File: config.mk
export PLATFORM = sky130hd
export DESIGN_NAME = alu_pipe
export DESIGN_NICKNAME = d
export VERILOG_FILES = /design/src/rtl/alu_pipe_pkg.sv /design/src/rtl/alu_pipe_calc.sv /design/src/rtl/alu_pipe.sv
export SDC_FILE = /design/constraint.sdc
export NUM_CORES = 1
export LEC_CHECK = 0
export CELL_PAD_IN_SITES_DETAIL_PLACEMENT = 1
export CELL_PAD_IN_SITES_GLOBAL_PLACEMENT = 2
export CORE_ASPECT_RATIO = 1.75
export CORE_MARGIN = 2
export CORE_UTILIZATION = 33
export CTS_CLUSTER_DIAMETER = 100
export DETAILED_ROUTE_END_ITERATION = 8
export GPL_TIMING_DRIVEN = 0
export HOLD_SLACK_MARGIN = 0.05
export PLACE_DENSITY = 0.87
export SLEW_MARGIN = 30
export SYNTH_ARGS = -nofsm -noshare
export SYNTH_HDL_FRONTEND = slang
export SYNTH_HIERARCHICAL = 1
export SYNTH_SLANG_ARGS = --single-unit
File: constraint.sdc
create_clock -name CLK -period 1.6 [get_ports CLK]
set_clock_uncertainty 0.15 [all_clocks]
set_input_delay 0.32 -clock CLK [delete_from_list [all_inputs] [get_ports CLK]]
set_output_delay 0.32 -clock CLK [all_outputs]
set_load 0.02 [all_outputs]
File: src/rtl/alu_pipe_pkg.sv
// Shared types and parameter limits for the pipelined ALU.
// The optional multiplier (OP 15 = MUL) is enabled with the ALU_MULT_EN macro.
package alu_pipe_pkg;

  localparam int ALU_DW_MIN = 4;
  localparam int ALU_DW_MAX = 64;
  localparam int ALU_PS_MIN = 1;
  localparam int ALU_PS_MAX = 4;

  typedef enum logic [3:0] {
    ALU_ADD  = 4'd0,
    ALU_SUB  = 4'd1,
    ALU_INC  = 4'd2,
    ALU_DEC  = 4'd3,
    ALU_AND  = 4'd4,
    ALU_OR   = 4'd5,
    ALU_XOR  = 4'd6,
    ALU_NOT  = 4'd7,
    ALU_NAND = 4'd8,
    ALU_NOR  = 4'd9,
    ALU_XNOR = 4'd10,
    ALU_SHL  = 4'd11,
    ALU_SHR  = 4'd12,
    ALU_ROL  = 4'd13,
    ALU_ROR  = 4'd14,
    ALU_PASS = 4'd15
  } alu_op_t;

  typedef enum logic [1:0] {
    MOVI_REG_B = 2'b00,
    MOVI_MEM   = 2'b01,
    MOVI_IMM   = 2'b10,
    MOVI_ILL   = 2'b11
  } alu_movi_t;

  typedef struct packed {
    logic carry;
    logic zero;
    logic err;
  } alu_flags_t;

endpackage

File: src/rtl/alu_pipe_calc.sv
// Combinational operand-B select, ALU operation and flag generation.
// With ALU_MULT_EN defined, OP 15 multiplies instead of passing B through.
module alu_pipe_calc
  import alu_pipe_pkg::*;
#(
  parameter int DATA_WIDTH = 8
) (
  input  alu_op_t               op_i,
  input  alu_movi_t             movi_i,
  input  logic [DATA_WIDTH-1:0] a_i,
  input  logic [DATA_WIDTH-1:0] reg_b_i,
  input  logic [DATA_WIDTH-1:0] mem_i,
  input  logic [DATA_WIDTH-1:0] imm_i,
  output logic [DATA_WIDTH-1:0] res_o,
  output alu_flags_t            flags_o
);

  localparam logic [DATA_WIDTH:0] ONE_W = {{DATA_WIDTH{1'b0}}, 1'b1};

  logic [DATA_WIDTH-1:0] b;
  logic [DATA_WIDTH:0]   wide;
  logic [DATA_WIDTH-1:0] res;
  logic                  carry;
`ifdef ALU_MULT_EN
  logic [2*DATA_WIDTH-1:0] prod;
  assign prod = {{DATA_WIDTH{1'b0}}, a_i} * {{DATA_WIDTH{1'b0}}, b};
`endif

  always_comb begin
    b = reg_b_i;
    case (movi_i)
      MOVI_MEM: b = mem_i;
      MOVI_IMM: b = imm_i;
      default:  b = reg_b_i;
    endcase
  end

  always_comb begin
    wide  = '0;
    res   = '0;
    carry = 1'b0;
    case (op_i)
      ALU_ADD: begin
        wide  = {1'b0, a_i} + {1'b0, b};
        res   = wide[DATA_WIDTH-1:0];
        carry = wide[DATA_WIDTH];
      end
      // The extra top bit of the widened difference is the borrow.
      ALU_SUB: begin
        wide  = {1'b0, a_i} - {1'b0, b};
        res   = wide[DATA_WIDTH-1:0];
        carry = wide[DATA_WIDTH];
      end
      ALU_INC: begin
        wide  = {1'b0, a_i} + ONE_W;
        res   = wide[DATA_WIDTH-1:0];
        carry = wide[DATA_WIDTH];
      end
      ALU_DEC: begin
        wide  = {1'b0, a_i} - ONE_W;
        res   = wide[DATA_WIDTH-1:0];
        carry = wide[DATA_WIDTH];
      end
      ALU_AND:  res = a_i & b;
      ALU_OR:   res = a_i | b;
      ALU_XOR:  res = a_i ^ b;
      ALU_NOT:  res = ~a_i;
      ALU_NAND: res = ~(a_i & b);
      ALU_NOR:  res = ~(a_i | b);
      ALU_XNOR: res = ~(a_i ^ b);
      ALU_SHL: begin
        res   = {a_i[DATA_WIDTH-2:0], 1'b0};
        carry = a_i[DATA_WIDTH-1];
      end
      ALU_SHR: begin
        res   = {1'b0, a_i[DATA_WIDTH-1:1]};
        carry = a_i[0];
      end
      ALU_ROL: res = {a_i[DATA_WIDTH-2:0], a_i[DATA_WIDTH-1]};
      ALU_ROR: res = {a_i[0], a_i[DATA_WIDTH-1:1]};
      ALU_PASS: begin
`ifdef ALU_MULT_EN
        res   = prod[DATA_WIDTH-1:0];
        carry = |prod[2*DATA_WIDTH-1:DATA_WIDTH];
`else
        res   = b;
`endif
      end
      default: begin
        res   = '0;
        carry = 1'b0;
      end
    endcase
  end

  // An illegal operand select still produces a pipeline entry, forced to zero.
  always_comb begin
    res_o         = res;
    flags_o.carry = carry;
    flags_o.err   = 1'b0;
    if (movi_i == MOVI_ILL) begin
      res_o         = '0;
      flags_o.carry = 1'b0;
      flags_o.err   = 1'b1;
    end
    flags_o.zero = (res_o == '0);
  end

endmodule

File: src/rtl/alu_pipe.sv
// Pipelined ALU: valid/ready input, PIPE_STAGES result registers, output backpressure.
// Build with ALU_MULT_EN defined to turn OP 15 into an unsigned multiply.
module alu_pipe
  import alu_pipe_pkg::*;
#(
  parameter int DATA_WIDTH  = 8,
  parameter int PIPE_STAGES = 2
) (
  input  logic                  CLK,
  input  logic                  RST,
  input  logic                  ACT,
  output logic                  ALU_RDY,
  input  logic [3:0]            OP,
  input  logic [1:0]            MOVI,
  input  logic [DATA_WIDTH-1:0] REG_A,
  input  logic [DATA_WIDTH-1:0] REG_B,
  input  logic [DATA_WIDTH-1:0] MEM,
  input  logic [DATA_WIDTH-1:0] IMM,
  input  logic                  OUT_RDY,
  output logic [DATA_WIDTH-1:0] EX_ALU,
  output logic                  EX_ALU_VLD,
  output logic                  EX_CARRY,
  output logic                  EX_ZERO,
  output logic                  EX_ERR
);

  if (DATA_WIDTH < ALU_DW_MIN || DATA_WIDTH > ALU_DW_MAX) begin : g_bad_dw
    $error("alu_pipe: DATA_WIDTH out of range");
  end
  if (PIPE_STAGES < ALU_PS_MIN || PIPE_STAGES > ALU_PS_MAX) begin : g_bad_ps
    $error("alu_pipe: PIPE_STAGES out of range");
  end

  localparam int LAST = PIPE_STAGES - 1;

  logic [DATA_WIDTH-1:0] calc_res;
  alu_flags_t            calc_flags;

  logic [PIPE_STAGES-1:0] vld_q, vld_d;
  logic [DATA_WIDTH-1:0]  res_q [PIPE_STAGES];
  alu_flags_t             flg_q [PIPE_STAGES];
  logic                   adv;

  alu_pipe_calc #(
    .DATA_WIDTH(DATA_WIDTH)
  ) u_calc (
    .op_i   (alu_op_t'(OP)),
    .movi_i (alu_movi_t'(MOVI)),
    .a_i    (REG_A),
    .reg_b_i(REG_B),
    .mem_i  (MEM),
    .imm_i  (IMM),
    .res_o  (calc_res),
    .flags_o(calc_flags)
  );

  // The whole chain moves together; bubbles are held rather than squeezed out.
  assign adv     = !vld_q[LAST] || OUT_RDY;
  assign ALU_RDY = adv;

  always_comb begin
    vld_d = vld_q;
    if (adv) begin
      vld_d[0] = ACT;
      for (int i = 1; i < PIPE_STAGES; i++) begin
        vld_d[i] = vld_q[i-1];
      end
    end
  end

  always_ff @(posedge CLK or negedge RST) begin
    if (!RST) begin
      vld_q <= '0;
      for (int i = 0; i < PIPE_STAGES; i++) begin
        res_q[i] <= '0;
        flg_q[i] <= '0;
      end
    end else begin
      vld_q <= vld_d;
      if (adv) begin
        if (ACT) begin
          res_q[0] <= calc_res;
          flg_q[0] <= calc_flags;
        end
        for (int i = 1; i < PIPE_STAGES; i++) begin
          if (vld_q[i-1]) begin
            res_q[i] <= res_q[i-1];
            flg_q[i] <= flg_q[i-1];
          end
        end
      end
    end
  end

  assign EX_ALU_VLD = vld_q[LAST];
  assign EX_ALU     = res_q[LAST];
  assign EX_CARRY   = flg_q[LAST].carry;
  assign EX_ZERO    = flg_q[LAST].zero;
  assign EX_ERR     = flg_q[LAST].err;

endmodule

==> flow_metrics.env <==
export IMPL_startpoint="MOVI[1]"
export IMPL_failed_checks="setup timing"
export IMPL_crit_family="compound AO/OA/AOI/OAI gates"
export IMPL_final_common_cell="buf_4"
export IMPL_crit_cells=15
export IMPL_cts_inserted_buffers=3
export IMPL_vias=4007
export IMPL_yosysSeqAreaShare_pct=16.43
export IMPL_dieArea_um2=11970
export IMPL_maxSlewHeadroom_pct=43.77
export IMPL_routed_wl_um=15540
export IMPL_drtIter0Drc=210
export IMPL_fin_ws_ns=-1.639
export IMPL_post_route_drc_count=0
export IMPL_path_clk_slew_ns=0.06
export IMPL_hold_violations=0
export IMPL_clockBufferDepth=2
export IMPL_worstPathRequired_ns=1.60
export IMPL_clkLatencyLatePin_ns=0.26
export IMPL_synth_nets=518
export IMPL_synth_async_reset_ratio_pct=100.0
export IMPL_cts_sinks=24
export IMPL_n_antenna_cell=0
export IMPL_detail_route_antenna_nets=0
export IMPL_synthCells=445
export IMPL_core_um2=10760
export IMPL_ys_seq_elements=24
export IMPL_yosys_top_cells_area="dfrtp_1 (16%), ha_1 (9.9%), mux2_4 (7.8%), o21ai_0 (4.1%), a21oi_1 (3.7%)"
export IMPL_worst_setup_path_start_kind="input pin"
export IMPL_reg2reg_depth=4
export IMPL_num_rows=50
export IMPL_yosysTopAreaCell="dfrtp_1"
export IMPL_grt_first_pass_wirelength_um=23400
export IMPL_fin_area_um2=5364
export IMPL_p_leak_uw=0.002287
export IMPL_synth_ff_type="dfrtp_1"
export IMPL_cp_endpoint="flg_q[4]"
export IMPL_vias_per_cell=6.053
export IMPL_dr_pass1_iters=5
export IMPL_crit_arrival_ns=3.24
export IMPL_yosys_area_top_type_share_pct=16.43
export IMPL_nets=607
export IMPL_final_period_utilization_pct=202.4
export IMPL_die_w_um=83.57
export IMPL_grt_overflow=0
export IMPL_dpl_worst_slack_ns=-2.901
export IMPL_setup_violations_final=10
export IMPL_start_util_pct=33.98
export IMPL_antenna_found_initial=0
export IMPL_syn_area_per_cell_um2=8.216
export IMPL_grt_max_degree=25
export IMPL_path_cells="buf_12 -> ha_4 -> clkbuf_16 -> nand2_1 -> o21ai_4 -> inv_1 -> ha_1 -> or3b_2 -> a21oi_2 -> a2111oi_4 -> a41oi_2 -> a21boi_4 -> o21bai_4 -> nor4_4 -> mux2_4"
export IMPL_syn_to_final_growth_pct=46.71
export IMPL_die_h_um=143.2
export IMPL_cts_root_buf="clkbuf_16"
export IMPL_place_area_um2=4552
export IMPL_wl_per_cell_um=23.47
export IMPL_rr_startpoint="vld_q[1]"
export IMPL_layout_common_cells="buf_4 (43), nand2_1 (27), nor2_1 (27)"
export IMPL_finalCriticalPeriod_ns=3.239
export IMPL_whs_ns=0.3496
export IMPL_rrSetupSlack_ns=0.24
export IMPL_place_hpwl_um=12100
export IMPL_cts_tree="done"
export IMPL_tightestPinTransition_ns=0.8365
export IMPL_cp_max_fo=6
export IMPL_regToRegEndpoint="flg_q[5]"
export IMPL_place_congestion=0.9857
export IMPL_fmax_mhz=308.8
export IMPL_rsz0062_at_grt="true"
export IMPL_synth_distinct_cells=77
export IMPL_synth_warnings=6
export IMPL_whs_path_depth=1
export IMPL_path_buf_inv=3
export IMPL_drv_slew=0
export IMPL_worst_setup_path_type="in -> reg"
export IMPL_max_cap_violations=0
export IMPL_grt_pass1_vias=4360
export IMPL_drive_above_1_share_pct=38.16
export IMPL_htree_levels=1
export IMPL_ioPinCount=55
export IMPL_grtUsageTotal_pct=25.40
export IMPL_mappedNetlistArea_um2=3656
export IMPL_status="complete, but fails checks"
export IMPL_portBuffers=53
export IMPL_synth_edff_count=0
export IMPL_end_kind="flop"
export IMPL_max_stage_delay_ns=0.46
export IMPL_finalSetupTns_ns=-12.74
export IMPL_cpMaxStageDelayCell="or3b_2"
export IMPL_worstHoldPathType="reg -> reg"
export IMPL_ir_worst_vdd_mv=0.6963
export IMPL_p_per_area_nw_per_um2=731.2
-- per-layer routing --
| metal | track usage (%) | up-vias | wire length, µm |
|---|---|---|---|
| met2 | 50.11 | 200 | 8376 |
| met4 | 20.03 | 0 | 1367 |
| li1 | - | 1805 | - |
| met3 | 1.618 | 76 | 672 |
| met1 | 23.52 | 1926 | 5119 |
| met5 | 0 | - | 0 |
-- Yosys cell counts, types with 3 or more instances --
| library cell | count |
|---|---|
| a21o_1 | 3 |
| xor2_1 | 4 |
| nand2b_1 | 9 |
| mux2_2 | 6 |
| o311ai_0 | 3 |
| o21ai_0 | 30 |
| a221oi_1 | 4 |
| xnor2_1 | 8 |
| and3_1 | 3 |
| buf_4 | 14 |
| buf_6 | 6 |
| a21oi_1 | 27 |
| o22ai_1 | 5 |
| nor3_1 | 10 |
| a22oi_1 | 8 |
| o21bai_1 | 5 |
| o221ai_1 | 4 |
| or3_1 | 3 |
| a221o_1 | 4 |
| mux2_4 | 19 |
| buf_2 | 13 |
| dfrtp_1 | 24 |
| clkbuf_1 | 8 |
| inv_1 | 31 |
| ha_1 | 29 |
| mux2i_1 | 7 |
| nand3_1 | 7 |
| nor2b_1 | 7 |
| a22o_1 | 3 |
| nor2_1 | 29 |
| nor4b_1 | 4 |
| nand2_1 | 29 |
| a211oi_1 | 12 |
| a31oi_1 | 3 |
| nor4_1 | 5 |
-- cell type report --
cell class	count	area [µm²]
buffer	39	379.1
clock buffer	3	75.07
fill	1289	5396
inverter	33	142.6
multi-input combinational	346	3191
sequential	24	600.6
tap	130	162.7
timing repair buffer	87	813.3
-- stage by stage --
| step | utilization [%] | instances | power, µW |
|---|---|---|---|
| 2_1_floorplan | - | 445 | 2285 |
| 3_3_place_gp | 42.35 | 628 | 2939 |
| 3_5_place_dp | 42.30 | 628 | 3014 |
| 4_1_cts | 47.95 | 655 | 3799 |
| 5_1_grt | 49.85 | 662 | 4144 |
| 6_report | 49.85 | 662 | 3922 |
-- what timing repair did --
item	CTS	global route
pin swaps	32	26
setup buffers	24	9
setup endpoints to repair	24	11
gates cloned	1	0
resized for setup	133	35
hold buffers	1	0
endpoints found under the hold margin	24	0
-- kinds of logic after synthesis --
| kind of cell | Yosys count | synth area share (%) |
|---|---|---|
| AO/OA/AOI/OAI | 136 | 25.50 |
| AND/OR/NAND/NOR | 135 | 21.35 |
| buffers and inverters | 75 | 11.26 |
| multiplexers | 32 | 11.57 |
| adder cells (fa/ha/maj) | 31 | 11.02 |
| flip-flops | 24 | 16.43 |
| XOR/XNOR | 12 | 2.875 |
-- sequential cells by signal (all words and copies together) (netlist names) --
register / flops
vld_q: 2
flg_q: 3
EX_ALU: 8
EX_CARRY: 1
EX_ERR: 1
res_q: 8
EX_ZERO: 1
-- how the worst min path moves through the flow --
stage / to / from / slack [ns]
CTS: EX_ERR / EX_ERR / 0.36
global placement: EX_ALU[5] / res_q[13] / 0.34
detailed placement: EX_ALU[0] / RST / 0.17
floorplan: EX_ALU[0] / RST / -0.13
finish: EX_ERR / EX_ERR / 0.35
global route: EX_ALU[2] / res_q[10] / 0.37
-- power breakdown --
group / switching, µW / total, µW / internal, µW
clock network: 200 / 531 / 331
registers: 103 / 880 / 777
logic: 1240 / 2510 / 1270
total: 1540 / 3920 / 2380
Power figures use the tool's default switching activity.
